### config.mk
export PLATFORM = sky130hd
export DESIGN_NAME = vga_timing_gen
export DESIGN_NICKNAME = d
export VERILOG_FILES = /design/src/rtl/vga_timing_pkg.sv /design/src/rtl/vga_axis_counter.sv /design/src/rtl/vga_timing_gen.sv
export SDC_FILE = /design/constraint.sdc
export NUM_CORES = 1
export LEC_CHECK = 0
export ABC_AREA = 1
export CAP_MARGIN = 0
export CORE_ASPECT_RATIO = 2
export CORE_MARGIN = 2
export CORE_UTILIZATION = 28
export DETAILED_ROUTE_END_ITERATION = 10
export GPL_TIMING_DRIVEN = 0
export SLEW_MARGIN = 10
export SYNTH_ARGS = -nofsm -noshare
export SYNTH_HDL_FRONTEND = slang
export SYNTH_HIERARCHICAL = 1
export SYNTH_SLANG_ARGS = --single-unit
export TNS_END_PERCENT = 30
### constraint.sdc
create_clock -name clk -period 3.1 [get_ports clk]
set_input_delay 0.62 -clock clk [delete_from_list [all_inputs] [get_ports clk]]
set_output_delay 0.62 -clock clk [all_outputs]
set_load 0.005 [all_outputs]
### src/rtl/vga_timing_pkg.sv
// Shared raster timing constants for the VGA timing generator.
// Holds the 640x480@60 (lowRes) and 800x600@56 (hiRes) timing sets,
// the axis-total helper and the coordinate width shared by all counters.
package vga_timing_pkg;

  // Counters and coordinate outputs are this wide; every axis total must fit.
  localparam int COORD_W = 10;

  // lowRes: 640x480 @ 60 Hz, 25 MHz pixel rate.
  localparam int LO_H_ACTIVE = 640;
  localparam int LO_H_FP     = 16;
  localparam int LO_H_SYNC   = 96;
  localparam int LO_H_BP     = 48;
  localparam int LO_V_ACTIVE = 480;
  localparam int LO_V_FP     = 10;
  localparam int LO_V_SYNC   = 2;
  localparam int LO_V_BP     = 33;

  // hiRes: 800x600 @ 56 Hz, 36 MHz pixel rate. Its line is exactly 1024
  // pixels, the largest total a 10-bit counter can walk.
  localparam int HI_H_ACTIVE = 800;
  localparam int HI_H_FP     = 24;
  localparam int HI_H_SYNC   = 72;
  localparam int HI_H_BP     = 128;
  localparam int HI_V_ACTIVE = 600;
  localparam int HI_V_FP     = 1;
  localparam int HI_V_SYNC   = 2;
  localparam int HI_V_BP     = 22;

  // Length of one axis period (line or frame) in counter steps.
  function automatic int axis_total(input int active, input int fp,
                                    input int sync, input int bp);
    return active + fp + sync + bp;
  endfunction

  function automatic int h_total(input int active, input int fp,
                                 input int sync, input int bp);
    return axis_total(active, fp, sync, bp);
  endfunction

  function automatic int v_total(input int active, input int fp,
                                 input int sync, input int bp);
    return axis_total(active, fp, sync, bp);
  endfunction

  localparam int LO_H_TOTAL = h_total(LO_H_ACTIVE, LO_H_FP, LO_H_SYNC, LO_H_BP);
  localparam int LO_V_TOTAL = v_total(LO_V_ACTIVE, LO_V_FP, LO_V_SYNC, LO_V_BP);
  localparam int HI_H_TOTAL = h_total(HI_H_ACTIVE, HI_H_FP, HI_H_SYNC, HI_H_BP);
  localparam int HI_V_TOTAL = v_total(HI_V_ACTIVE, HI_V_FP, HI_V_SYNC, HI_V_BP);

endpackage

### src/rtl/vga_axis_counter.sv
// One raster axis: wrapping position counter plus combinational decode of
// the active region and the sync pulse for that axis.
// Ports: clk/reset_n, step (advance one position); count, wrap (at last
// position), active (inside visible region), sync (at POL inside pulse).
module vga_axis_counter
  import vga_timing_pkg::*;
#(
  parameter int ACTIVE = LO_H_ACTIVE,
  parameter int FP     = LO_H_FP,
  parameter int SYNC   = LO_H_SYNC,
  parameter int BP     = LO_H_BP,
  parameter bit POL    = 1'b0
) (
  input  logic               clk,
  input  logic               reset_n,
  input  logic               step,
  output logic [COORD_W-1:0] count,
  output logic               wrap,
  output logic               active,
  output logic               sync
);

  localparam int TOTAL = axis_total(ACTIVE, FP, SYNC, BP);

  if (TOTAL > (1 << COORD_W)) begin : g_total_too_big
    $error("vga_axis_counter: axis total %0d does not fit in %0d bits", TOTAL, COORD_W);
  end

  // Decode boundaries are compared one bit wider so an end value of exactly
  // 2**COORD_W (sync running up to the last position) does not truncate.
  localparam logic [COORD_W:0] LAST_C       = (COORD_W+1)'(TOTAL - 1);
  localparam logic [COORD_W:0] ACTIVE_C     = (COORD_W+1)'(ACTIVE);
  localparam logic [COORD_W:0] SYNC_START_C = (COORD_W+1)'(ACTIVE + FP);
  localparam logic [COORD_W:0] SYNC_END_C   = (COORD_W+1)'(ACTIVE + FP + SYNC);

  logic [COORD_W-1:0] count_q, count_d;
  logic [COORD_W:0]   count_x;

  assign count_x = {1'b0, count_q};
  assign wrap    = (count_x == LAST_C);

  always_comb begin
    count_d = count_q;
    if (step) begin
      count_d = wrap ? '0 : count_q + 1'b1;
    end
  end

  always_ff @(posedge clk or negedge reset_n) begin
    if (!reset_n) begin
      count_q <= '0;
    end else begin
      count_q <= count_d;
    end
  end

  assign count  = count_q;
  assign active = (count_x < ACTIVE_C);
  assign sync   = ((count_x >= SYNC_START_C) && (count_x < SYNC_END_C)) ? POL : ~POL;

endmodule

### src/rtl/vga_timing_gen.sv
// Raster timing generator: walks h/v counters on pix_en and presents
// registered pixel coordinates, visibility, sync levels and a frame strobe.
// Ports: clk, reset_n, pix_en in; hPixel, line, video_active, hSync, vSync,
// frame_start out. Outputs lag the counters by one pixel (one pix_en edge).
module vga_timing_gen
  import vga_timing_pkg::*;
#(
  parameter int H_ACTIVE = LO_H_ACTIVE,
  parameter int H_FP     = LO_H_FP,
  parameter int H_SYNC   = LO_H_SYNC,
  parameter int H_BP     = LO_H_BP,
  parameter int V_ACTIVE = LO_V_ACTIVE,
  parameter int V_FP     = LO_V_FP,
  parameter int V_SYNC   = LO_V_SYNC,
  parameter int V_BP     = LO_V_BP,
  parameter bit HS_POL   = 1'b0,
  parameter bit VS_POL   = 1'b0
) (
  input  logic               clk,
  input  logic               reset_n,
  input  logic               pix_en,
  output logic [COORD_W-1:0] hPixel,
  output logic [COORD_W-1:0] line,
  output logic               video_active,
  output logic               hSync,
  output logic               vSync,
  output logic               frame_start
);

  logic [COORD_W-1:0] h_cnt, v_cnt;
  logic               h_wrap, h_act, h_sync;
  logic               v_act, v_sync;
  logic               v_step;
  // Frame start is decoded from the counts, so the vertical wrap is not needed.
  logic               v_wrap_unused;

  // The vertical axis moves only on the pixel that ends a line.
  assign v_step = pix_en & h_wrap;

  vga_axis_counter #(
    .ACTIVE(H_ACTIVE), .FP(H_FP), .SYNC(H_SYNC), .BP(H_BP), .POL(HS_POL)
  ) u_h_axis (
    .clk    (clk),
    .reset_n(reset_n),
    .step   (pix_en),
    .count  (h_cnt),
    .wrap   (h_wrap),
    .active (h_act),
    .sync   (h_sync)
  );

  vga_axis_counter #(
    .ACTIVE(V_ACTIVE), .FP(V_FP), .SYNC(V_SYNC), .BP(V_BP), .POL(VS_POL)
  ) u_v_axis (
    .clk    (clk),
    .reset_n(reset_n),
    .step   (v_step),
    .count  (v_cnt),
    .wrap   (v_wrap_unused),
    .active (v_act),
    .sync   (v_sync)
  );

  logic [COORD_W-1:0] hpix_q, hpix_d;
  logic [COORD_W-1:0] line_q, line_d;
  logic               active_q, active_d;
  logic               hsync_q, hsync_d;
  logic               vsync_q, vsync_d;
  logic               fstart_q, fstart_d;
  logic               vis;

  assign vis = h_act & v_act;

  // Outputs load from the pre-advance counts on the same edge the counters
  // move, so they describe the pixel the counters held before that edge.
  always_comb begin
    hpix_d   = hpix_q;
    line_d   = line_q;
    active_d = active_q;
    hsync_d  = hsync_q;
    vsync_d  = vsync_q;
    fstart_d = 1'b0;  // strobe drops on any edge that does not re-arm it
    if (pix_en) begin
      active_d = vis;
      hpix_d   = vis ? h_cnt : '0;
      line_d   = vis ? v_cnt : '0;
      hsync_d  = h_sync;
      vsync_d  = v_sync;
      fstart_d = (h_cnt == '0) && (v_cnt == '0);
    end
  end

  always_ff @(posedge clk or negedge reset_n) begin
    if (!reset_n) begin
      hpix_q   <= '0;
      line_q   <= '0;
      active_q <= 1'b0;
      hsync_q  <= ~HS_POL;
      vsync_q  <= ~VS_POL;
      fstart_q <= 1'b0;
    end else begin
      hpix_q   <= hpix_d;
      line_q   <= line_d;
      active_q <= active_d;
      hsync_q  <= hsync_d;
      vsync_q  <= vsync_d;
      fstart_q <= fstart_d;
    end
  end

  assign hPixel       = hpix_q;
  assign line         = line_q;
  assign video_active = active_q;
  assign hSync        = hsync_q;
  assign vSync        = vsync_q;
  assign frame_start  = fstart_q;

endmodule

==> results.cfg <==
[clocking]
ctsHoldBuffers = 0
post_cts.repair.setup_buffers = 0
cts_max_level = 2
cts_tree = done
cts_inserted_buffers = 5
cts.clk_slew.worst_paths_ns = 0.06
cts_resized = 0
numClockSinks = 44
cts_buffer_depth = 2
cts-root-buf = clkbuf_16
clk_latency_ns = 0.28

[setup_path]
cp.arrival_ns = 2.16
rr_endpoint = u_v_axis/count[6]
crit_path_cell_trace = nand2_1, nor3_1, inv_1, nor2_1, nand2_1, inv_1, buf_4, nand2_2, nor2_2, nand2_1, xor2_1, inv_1
path_buf_inv = 4
r2r-start = u_h_axis/count[3]
critPathRequiredTime_ns = 3.28
r2r_slack_ns = 1.11
slowest_delay_ns = 0.50
path_class = reg -> reg
cp_slowest_cell = dfrtp_1
end_kind = flip-flop
critical-path-top-delay-family = simple AND/OR/NAND/NOR gates
rr_worst_depth = 12
start_kind = flip-flop
critical_path.max_fanout = 8

[timing]
relSlewSlack_pct = 74.8
setup_viol = 0
worstMarginPinSlew_ns = 0.378
slew_viol_final = 0
finalWorstSetupSlack_ns = 1.11
skew_ns = 0.00367
post-route-min-period_ns = 1.99
fmax_ghz = 0.503
final_hold_viol_count = 0
rsz0062_at_grt = false
fin_crit_sh_pct = 64.1
tns_ns = 0

[routing]
drc_errors = 0
vias = 1832
post_drt_via_cell_ratio = 4.43
wl_um = 4910
drtIter0Drc = 69
wl_per_cell_um = 11.9
ant_nets = 0
firstDrtPassIters = 4

[power_and_ir_drop]
power.leakage_nw = 1.43
comb_power_share_pct = 17.0
irDropWorstVdd_mv = 0.237
pwr-share-seq_pct = 48.4
sw_frac_of_total_pct = 31.0
clockPowerShare_pct = 34.7
p_sw_mw = 0.472
p_int_mw = 1.05
power.density_nw_per_um2 = 528

[placement]
place_congestion = 0.856
place_area_um2 = 2730
place_ws_ns = 0.855
hpwl_um = 3920
io_buffers = 26

[global_route]
grt_overflow = 0
antenna_found_initial = 0
first_global_vias = 1884
grt_pass1_wl_um = 8560
grt_max_degree = 31
globalRouteTotalUtil_pct = 12.4

[die]
core_area_um2 = 8170
die-width_um = 68.6
pin_count = 27
num_rows = 47
die_area_um2 = 9120
chipHeight_um = 133
initial_utilization_pct = 28.5

[synthesis]
synth_area_um2 = 2330
syn_nets = 288
syn_inst = 281
avgSynthCellArea_um2 = 8.30
ys_warn_count = 6

[min_path]
hold_path.class = in -> async

[run_status]
outcome = finished, final reports clean

[flow_run]
max_cap_violations = 0

[final_layout]
nNetsFinal = 322
antenna_cells = 0
design_area_um2 = 2880
syn_to_final_growth_pct = 23.3
layout-drive-gt1-share_pct = 18.0
## worst max path at each step
| stage | startpoint | end | slack [ns] | depth (start not counted) |
|---|---|---|---|---|
| CTS | u_h_axis/count[3] | u_v_axis/count[6] | 1.10 | 12 |
| detailed placement | pix_en | u_h_axis/count[9] | 0.85 | 7 |
| floorplan | u_h_axis/count[3] | u_v_axis/count[9] | 1.48 | 12 |
| global placement | reset_n | u_v_axis/count[6] | 0.20 | 1 |
| finish | u_h_axis/count[3] | u_v_axis/count[6] | 1.11 | 12 |
| global route | u_h_axis/count[3] | u_v_axis/count[6] | 0.88 | 12 |
## power by group through the flow
| stage | Combinational, mW | Clock [mW] | Sequential, mW |
|---|---|---|---|
| 6_report | 0.258 | 0.527 | 0.735 |
| 5_1_grt | 0.300 | 0.563 | 0.751 |
| 4_1_cts | 0.260 | 0.550 | 0.737 |
| 3_5_place_dp | 0.258 | 0 | 0.747 |
| 3_3_place_gp | 0.250 | 0 | 0.746 |
| 2_1_floorplan | 0.202 | 0 | 0.714 |
## through the flow
step | power (mW) | hold WS (ns) | util [%] | cells
6_report | 1.52 | 0.248 | 35.2 | 414
5_1_grt | 1.61 | 0.270 | 35.2 | 414
4_1_cts | 1.55 | 0.252 | 35.2 | 414
3_5_place_dp | 1.00 | 0.453 | 33.4 | 406
3_3_place_gp | 0.997 | 0.456 | 33.2 | 405
2_1_floorplan | 0.916 | 0.324 | - | 281
## flip-flops by register name (all words and copies together), names as in the netlist
signal,count
hSync,1
line,10
frame_start,1
video_active,1
vSync,1
hPixel,10
u_v_axis/count,10
u_h_axis/count,10
## routing by layer
metal / GRT usage, % / wire length, um
met1: 12.8 / 1830
met4: 7.78 / 190
met5: 0 / 0
met3: 1.86 / 138
met2: 21.8 / 2740
## cell usage in the layout (no fill, tap or decap), types with 2 or more instances in the layout
master,n
nand3_1,12
nor2_1,31
nand4_1,3
clkbuf_1,2
clkdlybuf4s50_1,25
nand4_2,2
nand2_2,6
xor2_1,5
o21ai_1,2
inv_1,51
nand2_1,70
nor2_4,4
o21ai_2,18
buf_4,3
buf_6,3
ha_1,4
nor3_2,2
dfrtp_1,42
dfstp_2,2
o21ai_0,5
nor3_1,2
nand3_2,2
clkbuf_16,5
nor2_2,4
## cell type report
class,instances,area [um2]
clock buffers,8,146
multi-input cells,179,978
flip-flops and latches,44,1100
inverters,52,195
repair buffers,27,275
well taps,98,123
fillers,854,5300
plain buffers,6,56.3
No activity file was read; power rests on OpenSTA's default activity.
